--- src/rtl/pixel_operand_sel_pipe.sv ---
// ---------------------------------------------------------------------------
// pixel_operand_sel_pipe
//
// Registered, multi-lane operand selector for the SIMD pixel ALU. Each lane
// of the operand vector is taken from the pixel lanes, the broadcast low
// byte of the immediate, a per-lane immediate byte, or the writeback
// forwarding bus. Selected vectors are held in a 2-entry skid buffer
// (head = operand_out register, skid = second entry). This lets the ALU
// stall without losing operands, and keeps in_ready free of any
// combinational path from out_ready.
//
// Ports
//   clk          in   rising-edge clock
//   rst_n        in   asynchronous active-low reset
//   in_valid     in   upstream operand request valid
//   in_ready     out  block can accept this cycle (registered)
//   sel_mode     in   00 pixel, 01 imm broadcast, 10 imm per-lane, 11 forward
//   pixel_in     in   pixel lanes, lane i = [i*PIXEL_W +: PIXEL_W]
//   immediate    in   instruction immediate
//   fwd_data     in   writeback bypass lanes
//   out_valid    out  operand_out valid (registered)
//   out_ready    in   ALU accepts operand_out
//   operand_out  out  selected operand vector (head entry, registered)
//   xfer_count   out  count of accepted requests, wraps modulo 2^CNT_W
// ---------------------------------------------------------------------------
module pixel_operand_sel_pipe #(
  parameter int PIXEL_W = 8,
  parameter int LANES   = 4,
  parameter int IMM_W   = 32,
  parameter int CNT_W   = 16
) (
  input  logic                       clk,
  input  logic                       rst_n,
  input  logic                       in_valid,
  output logic                       in_ready,
  input  logic [1:0]                 sel_mode,
  input  logic [LANES*PIXEL_W-1:0]   pixel_in,
  input  logic [IMM_W-1:0]           immediate,
  input  logic [LANES*PIXEL_W-1:0]   fwd_data,
  output logic                       out_valid,
  input  logic                       out_ready,
  output logic [LANES*PIXEL_W-1:0]   operand_out,
  output logic [CNT_W-1:0]           xfer_count
);

  localparam int VEC_W     = LANES * PIXEL_W;
  // Number of whole pixel-sized bytes in the immediate; per-lane mode
  // cycles through them when there are more lanes than immediate bytes.
  localparam int IMM_LANES = IMM_W / PIXEL_W;

  // The immediate must split into whole lanes.
  generate
    if ((IMM_W % PIXEL_W) != 0 || IMM_W < PIXEL_W) begin : g_bad_imm_w
      $error("IMM_W must be a non-zero multiple of PIXEL_W");
    end
  endgenerate

  typedef enum logic [1:0] {
    ST_EMPTY = 2'b00,
    ST_ONE   = 2'b01,
    ST_TWO   = 2'b10
  } state_t;

  state_t             state;
  state_t             next_state;

  logic               accept;
  logic               drain;
  logic [VEC_W-1:0]   sel_vec;
  logic [VEC_W-1:0]   skid;

  logic               head_load_new;
  logic               head_load_skid;
  logic               skid_load;
  logic               in_ready_next;
  logic               out_valid_next;

  // Both handshakes use registered flags only, so in_ready never depends
  // combinationally on out_ready.
  assign accept = in_valid & in_ready;
  assign drain  = out_valid & out_ready;

  // Lane operand selection, sampled into the buffer only on accept.
  always_comb begin
    sel_vec = '0;
    for (int i = 0; i < LANES; i++) begin
      case (sel_mode)
        2'b00:   sel_vec[i*PIXEL_W +: PIXEL_W] = pixel_in[i*PIXEL_W +: PIXEL_W];
        2'b01:   sel_vec[i*PIXEL_W +: PIXEL_W] = immediate[PIXEL_W-1:0];
        2'b10:   sel_vec[i*PIXEL_W +: PIXEL_W] = immediate[(i % IMM_LANES)*PIXEL_W +: PIXEL_W];
        // 2'b11: writeback forwarding bus
        default: sel_vec[i*PIXEL_W +: PIXEL_W] = fwd_data[i*PIXEL_W +: PIXEL_W];
      endcase
    end
  end

  // Buffer occupancy state register.
  always_ff @(posedge clk or negedge rst_n) begin
    if (!rst_n) begin
      state <= ST_EMPTY;
    end else begin
      state <= next_state;
    end
  end

  // Next-state logic: occupancy moves by +1 on accept-only, -1 on drain-only.
  always_comb begin
    next_state = state;
    case (state)
      ST_EMPTY: begin
        if (accept) begin
          next_state = ST_ONE;
        end else begin
          next_state = ST_EMPTY;
        end
      end
      ST_ONE: begin
        if (accept && !drain) begin
          next_state = ST_TWO;
        end else if (!accept && drain) begin
          next_state = ST_EMPTY;
        end else begin
          next_state = ST_ONE;
        end
      end
      ST_TWO: begin
        if (drain) begin
          next_state = ST_ONE;
        end else begin
          next_state = ST_TWO;
        end
      end
      default: begin
        next_state = ST_EMPTY;
      end
    endcase
  end

  // Output/control decode: datapath load enables and next handshake flags.
  always_comb begin
    head_load_new  = 1'b0;
    head_load_skid = 1'b0;
    skid_load      = 1'b0;
    // Flags follow the state being entered so that they line up with it
    // from the very next cycle.
    in_ready_next  = (next_state != ST_TWO);
    out_valid_next = (next_state != ST_EMPTY);
    case (state)
      ST_EMPTY: begin
        head_load_new = accept;
      end
      ST_ONE: begin
        if (accept && drain) begin
          // Head is leaving this cycle, so the new vector replaces it.
          head_load_new = 1'b1;
        end else if (accept) begin
          // Head is stalled; park the new vector behind it.
          skid_load = 1'b1;
        end else begin
          head_load_new = 1'b0;
        end
      end
      ST_TWO: begin
        head_load_skid = drain;
      end
      default: begin
        head_load_new  = 1'b0;
        head_load_skid = 1'b0;
        skid_load      = 1'b0;
      end
    endcase
  end

  // Registered handshake flags; in_ready rises on the first edge after reset.
  always_ff @(posedge clk or negedge rst_n) begin
    if (!rst_n) begin
      in_ready  <= 1'b0;
      out_valid <= 1'b0;
    end else begin
      in_ready  <= in_ready_next;
      out_valid <= out_valid_next;
    end
  end

  // Head entry; holds while stalled and keeps its last value when empty.
  always_ff @(posedge clk or negedge rst_n) begin
    if (!rst_n) begin
      operand_out <= '0;
    end else if (head_load_new) begin
      operand_out <= sel_vec;
    end else if (head_load_skid) begin
      operand_out <= skid;
    end else begin
      operand_out <= operand_out;
    end
  end

  // Skid entry, written only when the head is occupied and stalled.
  always_ff @(posedge clk or negedge rst_n) begin
    if (!rst_n) begin
      skid <= '0;
    end else if (skid_load) begin
      skid <= sel_vec;
    end else begin
      skid <= skid;
    end
  end

  // Accepted-request counter; wraps naturally at 2^CNT_W.
  always_ff @(posedge clk or negedge rst_n) begin
    if (!rst_n) begin
      xfer_count <= '0;
    end else if (accept) begin
      xfer_count <= xfer_count + CNT_W'(1);
    end else begin
      xfer_count <= xfer_count;
    end
  end

endmodule

--- config.mk ---
export PLATFORM = sky130hd
export DESIGN_NAME = pixel_operand_sel_pipe
export DESIGN_NICKNAME = d
export VERILOG_FILES = /design/src/rtl/pixel_operand_sel_pipe.sv
export SDC_FILE = /design/constraint.sdc
export NUM_CORES = 1
export LEC_CHECK = 0
export BUFFER_PORTS_ARGS = -buffer_cell sky130_fd_sc_hd__buf_2
export CAP_MARGIN = 20
export CORE_MARGIN = 2
export CORE_UTILIZATION = 50
export DETAILED_ROUTE_END_ITERATION = 8
export HOLD_SLACK_MARGIN = 0.03
export PLACE_DENSITY = 0.83
export SETUP_SLACK_MARGIN = 0.3
export SLEW_MARGIN = 25
export SYNTH_ARGS = -nofsm -noshare
export SYNTH_HDL_FRONTEND = slang
export SYNTH_SLANG_ARGS = --single-unit
export TNS_END_PERCENT = 5
--- constraint.sdc ---
create_clock -name clk -period 1.93 [get_ports clk]
set_input_delay 0.579 -clock clk [delete_from_list [all_inputs] [get_ports clk]]
set_output_delay 0.579 -clock clk [all_outputs]
set_load 0.02 [all_outputs]
=== Word level (Yosys, flattened, before mapping) ===
Index checks and enable logic that the tools add are counted.

* Add/subtract/negate cells: 1
* Mux-type cells: 17
* Eq/ne operators: 5
* Reductions and logical operators: 10
* Bitwise operators: 2

{| class="wikitable"
|+ Operator list
! cell !! number
|-
| one-hot mux 8 bit (3 select lines) || 3
|-
| two-way mux 32 bit || 2
|-
| adder 16 x 1 -> 16 bit (second input constant) || 1
|-
| one-hot mux 8 bit (2 select lines) || 1
|-
| two-way mux 1 bit || 7
|-
| one-hot mux 2 bit (3 select lines) || 1
|-
| equality test 2 x 1 -> 1 bit (second input constant) || 2
|-
| equality test 2 bit (second input constant) || 2
|-
| zero test 2 bit || 2
|-
| two-way mux 2 bit || 2
|-
| nonzero test 2 bit || 2
|-
| logical AND 1 bit || 3
|-
| bitwise AND 1 bit || 2
|-
| zero test 1 bit || 2
|-
| != test 2 bit (second input constant) || 1
|-
| one-hot mux 1 bit (2 select lines) || 1
|-
| OR reduction 2 bit || 1
|}

* Logic and storage cells: 41
* Output and inout bits: 50
* Register bits after elaboration: 84
* Bits of input ports: 102

=== Depth between registers and ports, before layout ===
Gate-level depths: netlist of run 1.

* Word-level depth: 7
* Depth in mapped cells: 7
* Gate-level depth less buffers: 6

=== Worst setup path after synthesis of run 1 ===
OpenSTA, ideal clock, no wires.

* Kind: in2reg
* Start: input sel_mode[0]
* End: register operand_out[5]
* Required time: 1796 ps
* Setup time: 134 ps
* Path buffers: 1
* Setup slack: 267 ps
* Stages on the path: 6
* Arrival: 1529 ps
* Cell sequence: inv_1 ha_1 clkbuf_1 a221o_1 o21ai_0 a21oi_1

* Word-level cells in the longest chain between the ends: 4
* Elaborated cells between the ends (all ways): 6
* Those cells by class: 2 x eq/ne; 2 x mux; 2 x reduce/logical

{| class="wikitable"
|+ RTL lines
! element !! line !! text
|-
| from (decl) || 36 || <nowiki>input logic [1:0] sel_mode,</nowiki>
|-
| equality test 2 bit or equality test 2 x 1 -> 1 bit (tied branches) || 87 || <nowiki>case (sel_mode)</nowiki>
|-
| OR reduction 2 bit (no source line) || - ||
|-
| one-hot mux 8 bit (2 select lines) * || 87 ||
|-
| two-way mux 32 bit * || 189 || <nowiki>end else if (head_load_new) begin</nowiki>
|-
| to (signal assigned) || 190 || <nowiki>operand_out <= sel_vec;</nowiki>
|-
| to (signal assigned) || 192 || <nowiki>operand_out <= skid;</nowiki>
|-
| to (signal assigned) || 194 || <nowiki>operand_out <= operand_out;</nowiki>
|-
| to (decl) || 42 || <nowiki>output logic [LANES*PIXEL_W-1:0] operand_out,</nowiki>
|}

Mark *: on every way between the ends. The rest lies on a longest branch, timed or not.
A chain may end at the register's enable or synchronous reset.

=== Worst setup path in the final report of run 1 ===
* Start: register xfer_count[3]
* End: output xfer_count[3]

{| class="wikitable"
|+ RTL lines
! element !! line !! text
|-
| from (decl) || 43 || <nowiki>output logic [CNT_W-1:0] xfer_count</nowiki>
|-
| from (signal assigned) || 214 || <nowiki>xfer_count <= xfer_count + CNT_W'(1);</nowiki>
|-
| from (signal assigned) || 216 || <nowiki>xfer_count <= xfer_count;</nowiki>
|}

No word-level cell between the ends.

==> flow_summary_export.csv, run 1 <==
group,metric,value,unit
run_status,status,"finished clean",
logic_synthesis,synth_compound_area_share,25.4,%
floorplanning,initial_core_util,51.4,%
layout,layout-area-overhead-vs-synth,28.4,%
power,clock_power_share,15.6,%
timing,final.setup.tns,0,ns
logic_synthesis,synth_mux_area_share,5.24,%
worst_setup_path,cp-end-kind,"primary output",
place,place.gp.congestion,0.843,
logic_synthesis,yosysTopAreaCellShare,50.0,%
logic_synthesis,ys_ff_latch,84,
power,power_density,1410,nW/um^2
logic_synthesis,syn_area,4210,sq um
worst_setup_path,crit_required,1.35,ns
floorplanning,core-area,8180,sq um
timing,hold_viol_final,0,
drt,wl_per_cell,17.5,um
global_route,grt_max_degree,37,
timing,drv_slew,0,
logic_synthesis,syn_nets,504,
power,seqPwrFrac,40.7,%
global_route,globalRouteOverflowTotal,0,
place,place_inst,649,
worst_setup_path,crit_buf_inv,1,
global_route,antenna_found_initial,0,
power,switching_power,3130,uW
timing,worstMarginPinSlew,0.494,ns
layout,final_cell_mix,"150 x buf_2, 83 x dfrtp_1, 56 x nand2_1",
worst_setup_path,cp_cell_sequence,"buf_2",
worst_setup_path,crit_path_max_fanout,6,
drt,totalWireLength,11600,um
timing,maxSlewHeadroom,67.0,%
layout,diodes,0,
logic_synthesis,netlist_instances,397,
clock_network,cts_hold_buf,0,
clock_network,cts_setup_buffers,0,
logic_synthesis,synth_top_family_by_area,"compound AO/OA/AOI/OAI gates",
worst_setup_path,critical_path.max_stage_delay,0.46,ns
clock_network,clockBufferDepth,2,
clock_network,cts_buffers,9,
logic_synthesis,yosys.area.top_type,"dfrtp_1",
floorplanning,dieWidth,95.7,um
clock_network,cts_max_level,3,
clock_network,cts_tree,"yes",
logic_synthesis,synth.area.top_cells,"dfrtp_1 50%, nand2_1 5.0%, o21ai_0 4.4%",
logic_synthesis,yosysSeqAreaShare,50.0,%
logic_synthesis,synth-xor-area-share,3.12,%
global_route,track_usage,25.7,%
floorplanning,io_pins,152,
logic_synthesis,synthAdderAreaFrac,1.49,%
drt,num_vias,3745,
logic_synthesis,yosys_warnings,0,
power,totalPowerFinal,7590,uW
worst_setup_path,worst-setup-path-type,"flip-flop to primary output",
timing,clock.fmax,621,MHz
clock_network,clkSlewWorstSetupHoldPaths,0.10,ns
logic_synthesis,synthFlopType,"dfrtp_1",
layout,layout-drive-gt1-share,42.1,%
timing,period_share,83.4,%
logic_synthesis,synth_cell_types,38,
hold_path,hp-class,"primary input to asynchronous set/reset pin",
power,p_leak,0.00266,uW
worst_setup_path,cp-start-kind,"flip-flop",
logic_synthesis,synth_simple_gate_area_share,10.2,%
clock_network,postCtsResizedCells,2,
drt,drc,0,
layout,final_cells,665,
timing,period_needed,1.61,ns
drt,via_per_inst,5.63,
floorplanning,die_h,95.7,um
place,dp_hpwl,8890,um
clock_network,clkSinkCount,84,
logic_synthesis,async_flop_share,100,%
power,p_sw_share,41.2,%
layout,layout_commonest_cell,"buf_2",
logic_synthesis,synth_edf_count,0,
worst_setup_path,cp_top_family,"flip-flops",
flow_run,cap_viol_max_count,0,
layout,final_net_count,662,
worst_setup_path,slowest_stage,"dfrtp_1",
clock_network,clock_latency,0.36,ns
power,power_frac_comb,43.7,%
global_route,grt_pass1_wl,17700,um
logic_synthesis,synth_area_per_cell,10.6,sq um
timing,finalSetupViolCount,0,
layout,nFillCells,677,
power,internal_power,4460,uW
worst_setup_path,arrival,1.03,ns
timing,rsz0062_at_grt,"true",
clock_network,cts_root_buf,"clkbuf_8",
drt,drtPass1Iterations,4,
drt,drt_iter0_markers,179,
floorplanning,dieArea,9160,sq um
power,max-vdd-ir-drop,0.879,mV
drt,antenna_left,0,
timing,clock_skew,0.0130,ns
floorplanning,rows,33,
global_route,grt_pass1_vias,3541,
place,portBuffers,151,
[power groups by stage]
stage | registers (uW) | logic [uW] | clock network [uW]
2_1_floorplan | 3490 | 1770 | 0
4_1_cts | 3080 | 3340 | 1200
6_report | 3090 | 3320 | 1190
3_3_place_gp | 3050 | 3230 | 0
3_5_place_dp | 3100 | 3330 | 0
5_1_grt | 3180 | 3610 | 1280
[final cells by class]
type                            count  area [sq um]  share of cell area [%]
Sequential cell                    84          2100                    38.9
Multi-Input combinational cell    281          1940                    36.0
Timing Repair Buffer              175          1030                    19.0
Clock buffer                       10           138                    2.55
Tap cell                          105           131                    2.43
Clock inverter                      6          46.3                   0.857
Inverter                            4          15.0                   0.278
[registers in the layout, indices dropped and copies added (netlist names)]
register     count
state            2
skid            32
xfer_count      16
in_ready         1
out_valid        1
operand_out     32
[per-layer routing]
metal	share of wire [%]	wire length [um]	up-vias	global-route usage [%]
li1	-	-	1763	-
met1	40	4650	1809	32.9
met2	51	5980	167	44.4
met3	7.9	916	6	6.19
met4	0.78	91	0	5.95
met5	0	0	-	0
[metrics by stage]
step	utilization, %	hold WS, ns	setup WS [ns]	area, sq um
final	66.1	0.170	0.320	5400
after global placement	63.6	0.459	0.0775	5200
after detailed placement	63.6	0.476	0.00793	5200
after floorplan	-	0.283	0.299	4230
after global routing	66.1	0.190	0.253	5400
after CTS	66.0	0.179	0.302	5400
[synthesized netlist by cell type (all sizes together) (4+ instances only)]
library cell	n
dfrtp	84
nand2	57
o21ai	57
a21oi	34
a22oi	24
o22ai	23
buf	19
mux2	11
xnor2	11
clkbuf	9
nor2	9
a221o	8
a2bb2oi	7
mux2i	7
nand3	7
ha	5
inv	4
xor2	4
[cell families (layout without fill, tap and decap cells)]
family / Yosys count / in the layout
compound gates: 156 / 156
simple gates: 87 / 87
flops: 84 / 84
buf+inv: 32 / 195
mux: 18 / 18
xor+xnor: 15 / 15
fa+ha+maj: 5 / 5
[path summary, 6_finish.rpt]
check / start / endpoint / slack [ns] / depth (start not counted)
worst max-delay path: xfer_count[3]$_DFFE_PN0P_ / xfer_count[3] / 0.32 / 1
worst min-delay path: rst_n / xfer_count[11]$_DFFE_PN0P_ / 0.17 / 1
worst max register to register: state[1]$_DFF_PN0_ / operand_out[12]$_DFFE_PN0P_ / 0.41 / 4
worst min register to register: xfer_count[15]$_DFFE_PN0P_ / xfer_count[15]$_DFFE_PN0P_ / 0.49 / 1
max in group asynchronous: rst_n / operand_out[14]$_DFFE_PN0P_ / 1.14 / 2
min in group clk: xfer_count[15]$_DFFE_PN0P_ / xfer_count[15]$_DFFE_PN0P_ / 0.49 / 1
Note: power is estimated with default switching activity, not from simulation.
==> run 2, diff against run 1 <==
- ABC_AREA: default -> 1
- CORE_UTILIZATION: 50 -> 51
- PLACE_DENSITY: 0.83 -> 0.84
- clock period: 1.93 -> 1.6 ns (I/O delays scaled with it)
==> flow_summary_export.csv, run 2 <==
group,metric,value,unit
logic_synthesis,netlist_instances,584,
clock_network,cts_root_buf,"clkbuf_8",
power,power_frac_comb,43.9,%
place,place_ws,-0.244,ns
place,portBuffers,151,
timing,finalSetupViolCount,0,
worst_setup_path,cp-start-kind,"flip-flop",
power,max-vdd-ir-drop,0.753,mV
layout,layout_commonest_cell,"nand2_1",
logic_synthesis,async_flop_share,100,%
clock_network,cts_buffers,9,
drt,num_vias,4742,
logic_synthesis,synth_area_per_cell,7.59,sq um
timing,hold_ws,0.0277,ns
global_route,grt_max_degree,39,
power,clock_power_share,20.2,%
drt,totalWireLength,13600,um
power,p_sw_share,39.7,%
timing,period_needed,1.44,ns
place,place.gp.congestion,0.885,
floorplanning,die_h,97.2,um
place,dpl_cell_area,5460,sq um
worst_setup_path,ff2ff_path_depth,7,
logic_synthesis,synth.area.top_cells,"dfrtp_1 47%, nand2_1 16%, o21ai_0 6.3%",
global_route,top_usage_layer,"met2",
logic_synthesis,syn_nets,691,
timing,finalWorstSetupSlack,0.163,ns
clock_network,cts_tree,"yes",
hold_path,hp-class,"primary input to asynchronous set/reset pin",
worst_setup_path,cp_cell_sequence,"nand2_2 > inv_4 > nand3_4 > nand2_2 > buf_12 > o21ai_0 > nor2_1",
floorplanning,core-area,8590,sq um
place,dp_hpwl,9460,um
flow_run,cap_viol_max_count,0,
worst_setup_path,worst-setup-path-type,"flip-flop to flip-flop",
logic_synthesis,synth_edf_count,0,
clock_network,cts_max_level,3,
worst_setup_path,crit_required,1.84,ns
layout,diodes,0,
power,p_leak,0.00311,uW
run_status,status,"finished clean",
timing,hold_viol_final,0,
timing,drv_slew,0,
timing,worstMarginPinSlew,0.359,ns
logic_synthesis,yosys_warnings,0,
logic_synthesis,synthFlopType,"dfrtp_1",
global_route,track_usage,27.2,%
global_route,use_met1,35.0,%
drt,drt_iter0_markers,378,
floorplanning,dieWidth,97.2,um
worst_setup_path,crit_buf_inv,2,
timing,period_share,89.8,%
worst_setup_path,r2r_start,"in_ready$_DFF_PN0_",
worst_setup_path,critical_path.max_stage_delay,0.40,ns
power,switching_power,3980,uW
logic_synthesis,synth_common_cells,"185 x nand2_1, 84 x dfrtp_1, 68 x nor2_1",
layout,final_cell_mix,"183 x nand2_1, 146 x buf_2, 83 x dfrtp_1",
logic_synthesis,syn_area,4430,sq um
worst_setup_path,crit_path_max_fanout,13,
power,internal_power,6030,uW
layout,final_net_count,864,
drt,wl_per_cell,15.6,um
drt,via_per_inst,5.45,
worst_setup_path,worst-path-stages,7,
timing,maxSlewHeadroom,76.0,%
global_route,antenna_found_initial,0,
floorplanning,initial_core_util,51.6,%
logic_synthesis,ys_ff_latch,84,
global_route,grt_pass1_wl,20700,um
floorplanning,rows,34,
clock_network,clockBufferDepth,2,
power,totalPowerFinal,10000,uW
power,power_density,1650,nW/um^2
global_route,use_met2,46.4,%
floorplanning,io_pins,152,
layout,layout-drive-gt1-share,31.9,%
worst_setup_path,setup.worst_path.start,"in_ready$_DFF_PN0_",
clock_network,clkSinkCount,84,
logic_synthesis,synth.most_common_cell,"nand2_1",
floorplanning,dieArea,9450,sq um
logic_synthesis,yosysSeqAreaShare,47.4,%
drt,antenna_left,0,
timing,clock.fmax,696,MHz
global_route,grtUsageMet3,3.17,%
layout,top_regs,"operand_out (32), skid (32), xfer_count (16)",
worst_setup_path,arrival,1.67,ns
global_route,grt_pass1_vias,4430,
timing,rsz0062_at_grt,"true",
worst_setup_path,critical_path.most_common_cell,"nand2_2",
logic_synthesis,synth_cell_types,30,
drt,drc,0,
logic_synthesis,yosysTopAreaCellShare,47.4,%
clock_network,clkSlewWorstSetupHoldPaths,0.08,ns
global_route,globalRouteOverflowTotal,0,
drt,drtPass1Iterations,5,
layout,layout-area-overhead-vs-synth,37.2,%
power,seqPwrFrac,35.8,%
worst_setup_path,cp_top_family,"simple AND/OR/NAND/NOR gates",
layout,nFillCells,696,
worst_setup_path,slowest_stage,"dfrtp_1",
timing,clock_skew,0.0122,ns
worst_setup_path,cp-end-kind,"flip-flop",
logic_synthesis,yosys.area.top_type,"dfrtp_1",
layout,final_cell_area,6080,sq um
clock_network,clock_latency,0.36,ns
[run 2: changes by cell type after synthesis, sizes merged, moves of 8 or more]
cell	before	now
mux2	11	0
nand2	57	189
a221o	8	0
nor2	9	70
o22ai	23	10
inv	4	51
a22oi	24	0
a31oi	0	10
a21oi	34	9
nand3	7	32
[run 2: metrics by stage]
step	instances	utilization, %	TNS (ns)
final	870	70.8	0
after CTS	859	67.8	0
after detailed placement	836	63.6	-8.08
after floorplan	584	-	0
after global routing	870	70.8	0
after global placement	836	63.6	-4.74
[run 2: layer usage]
metal	vias to the layer above	routed length [um]	part of all wire [%]
li1	2210	-	-
met1	2238	5290	39
met2	250	6890	51
met3	44	943	6.9
met4	0	475	3.5
met5	-	0	0
[run 2: repair_timing]
item                       in CTS  in global routing
hold buffers                    0                  0
cloned                          0                  2
setup endpoints to repair     114                125
gates resized for setup        11                 36
setup buffers                   7                  9
pin swaps                       2                  5
[run 2: worst paths after layout]
| path | end | slack, ns |
|---|---|---|
| min in group clk | skid[3]$_DFFE_PN0P_ | 0.42 |
| hold reg to reg | skid[2]$_DFFE_PN0P_ | 0.50 |
| max in group asynchronous | skid[5]$_DFFE_PN0P_ | 1.05 |
| hold / removal | out_valid$_DFF_PN0_ | 0.03 |
| setup / recovery | operand_out[14]$_DFFE_PN0P_ | 0.16 |
| setup reg to reg | operand_out[14]$_DFFE_PN0P_ | 0.16 |
[run 2: final cells by class]
class | instances | area, sq um | area share, %
Clock buffer | 10 | 138 | 2.26
Clock inverter | 6 | 134 | 2.20
Inverter | 51 | 209 | 3.44
Multi-Input combinational cell | 421 | 2100 | 34.6
Sequential cell | 84 | 2100 | 34.6
Tap cell | 108 | 135 | 2.22
Timing Repair Buffer | 190 | 1260 | 20.7
[run 2: kinds of logic (layout without fill, tap and decap cells)]
group           count (synthesis)  after routing  synth area share, %
flops                          84             84                 47.4
simple gates                  312            312                 29.5
xor+xnor                        8              8                 1.58
fa+ha+maj                       5              5                 1.41
compound gates                 96             96                 11.8
buf+inv                        79            257                 8.30
[run 2: power groups by stage]
stage	Sequential, uW	Combinational, uW	Clock, uW
floorplan	4100	1900	0
global placement	3560	3700	0
detailed placement	3590	3840	0
CTS	3560	4020	2040
global route	3670	4780	2130
finish	3590	4400	2020
==> run 3, diff against run 2 <==
- CORE_MARGIN: 2 -> default
- PLACE_DENSITY: 0.84 -> default
- PLACE_DENSITY_LB_ADDON: default -> 0.3
==> flow_summary_export.csv, run 3 (synthesized netlist as in run 2, its figures left out) <==
group,metric,value,unit
floorplanning,initial_core_util,53.4,%
power,internal_power,5450,uW
clock_network,cts_max_level,3,
clock_network,clkSlewWorstSetupHoldPaths,0.09,ns
global_route,globalRouteOverflowTotal,0,
worst_setup_path,slowest_stage,"dfrtp_1",
floorplanning,die_h,95.2,um
flow_run,cap_viol_max_count,0,
hold_path,hp-class,"primary input to asynchronous set/reset pin",
timing,maxSlewHeadroom,75.2,%
timing,clock.fmax,708,MHz
clock_network,clock_latency,0.35,ns
timing,clock_skew,0.00750,ns
power,p_leak,0.00303,uW
worst_setup_path,crit_path_max_fanout,4,
clock_network,cts_tree,"yes",
drt,wl_per_cell,15.1,um
place,place_ws,-0.195,ns
floorplanning,rows,33,
drt,drtPass1Iterations,5,
layout,final_net_count,863,
global_route,grt_pass1_wl,20500,um
power,seqPwrFrac,38.3,%
drt,drt_iter0_markers,230,
power,p_sw_share,41.5,%
power,power_density,1580,nW/um^2
place,place.gp.congestion,0.862,
layout,final_cell_mix,"184 x nand2_1, 144 x buf_2, 83 x dfrtp_1",
power,switching_power,3860,uW
floorplanning,dieWidth,95.2,um
layout,top_regs,"operand_out (32), skid (32), xfer_count (16)",
clock_network,cts_root_buf,"clkbuf_8",
floorplanning,io_pins,152,
timing,period_share,88.3,%
worst_setup_path,r2r_end,"xfer_count[10]$_DFFE_PN0P_",
power,power_frac_comb,45.2,%
worst_setup_path,crit_buf_inv,1,
timing,rsz0062_at_grt,"true",
layout,diodes,0,
layout,layout-drive-gt1-share,31.4,%
power,max-vdd-ir-drop,0.659,mV
place,portBuffers,151,
timing,period_needed,1.41,ns
clock_network,clockBufferDepth,2,
floorplanning,core-area,8300,sq um
global_route,grt_pass1_vias,4417,
timing,hold_viol_final,0,
layout,nFillCells,678,
layout,final_cell_area,5900,sq um
power,clock_power_share,16.4,%
place,dp_hpwl,9810,um
floorplanning,dieArea,9070,sq um
layout,layout-area-overhead-vs-synth,33.1,%
timing,finalWorstSetupSlack,0.187,ns
worst_setup_path,critical_path.max_stage_delay,0.44,ns
worst_setup_path,arrival,0.93,ns
worst_setup_path,cp_cell_sequence,"buf_6",
run_status,status,"finished clean",
worst_setup_path,cp-end-kind,"primary output",
drt,via_per_inst,5.33,
global_route,track_usage,29.9,%
drt,totalWireLength,13100,um
clock_network,clkSinkCount,84,
drt,drc,0,
timing,worstMarginPinSlew,0.373,ns
worst_setup_path,rrSetupSlack,0.26,ns
worst_setup_path,crit_required,1.12,ns
worst_setup_path,cp_top_family,"flip-flops",
layout,layout_commonest_cell,"nand2_1",
clock_network,cts_buffers,9,
worst_setup_path,ff2ff_path_depth,6,
drt,num_vias,4618,
timing,finalSetupViolCount,0,
timing,drv_slew,0,
worst_setup_path,cp-start-kind,"flip-flop",
global_route,grt_max_degree,39,
clock_network,cts_hold_buf,0,
global_route,antenna_found_initial,1,
worst_setup_path,worst-setup-path-type,"flip-flop to primary output",
place,dpl_cell_area,5490,sq um
drt,antenna_left,0,
worst_setup_path,r2r_start,"xfer_count[0]$_DFFE_PN0P_",
-- run 3: changes by cell type in the layout (fill, tap and decap cells not counted), moves of 2 or more --
cell	change
ha_4	-2
o21ai_1	+2
bufinv_16	-3
buf_8	-2
buf_2	-2
ha_2	+2
o21ai_2	-2
clkbuf_16	-2
buf_4	+5
clkinvlp_4	+3
-- run 3: worst max path at each step --
stage | start | depth (start not counted) | endpoint
final | xfer_count[0]$_DFFE_PN0P_ | 1 | xfer_count[0]
after global routing | xfer_count[0]$_DFFE_PN0P_ | 1 | xfer_count[0]
after CTS | xfer_count[0]$_DFFE_PN0P_ | 1 | xfer_count[0]
after detailed placement | sel_mode[1] | 10 | operand_out[28]$_DFFE_PN0P_
after global placement | sel_mode[1] | 10 | operand_out[28]$_DFFE_PN0P_
after floorplan | sel_mode[0] | 10 | operand_out[28]$_DFFE_PN0P_
-- run 3: power groups by stage --
stage | clock [uW] | combinational (uW) | sequential [uW]
2_1_floorplan | 0 | 1900 | 4100
4_1_cts | 1550 | 4070 | 3560
3_3_place_gp | 0 | 3780 | 3560
5_1_grt | 1640 | 4660 | 3660
6_report | 1530 | 4210 | 3570
3_5_place_dp | 0 | 3870 | 3600
-- run 3: layout make-up --
cell class	count	area [sq um]	area share (%)
clock inverter	7	75.1	1.27
timing repair buffer	189	1200	20.3
multi-input combinational	421	2070	35.1
tap	105	131	2.23
inverter	51	199	3.37
sequential	84	2100	35.7
clock buffer	9	124	2.10
-- run 3: repair_timing --
action | 4_1_cts | 5_1_grt
setup buffers | 9 | 4
pin swaps | 0 | 1
endpoints found under the setup margin | 103 | 125
gates resized for setup | 16 | 20
-- run 3: layer usage --
| metal | wire length (um) | global-route usage (%) |
|---|---|---|
| met1 | 5340 | 37.5 |
| met2 | 6380 | 51.3 |
| met3 | 1030 | 5.02 |
| met4 | 320 | 11.4 |
| met5 | 0 | 0 |
-- run 3: per-stage QoR --
stage | setup TNS [ns] | power (uW) | std cells | util [%] | hold WS [ns]
final | 0 | 9310 | 866 | 71.1 | 0.0399
after global routing | 0 | 9950 | 866 | 71.1 | 0.0628
after CTS | 0 | 9180 | 862 | 69.9 | 0.0525
after detailed placement | -4.49 | 7470 | 837 | 66.1 | 0.428
after global placement | -2.13 | 7340 | 837 | 66.1 | 0.425
after floorplan | 0 | 6000 | 584 | - | 0.184
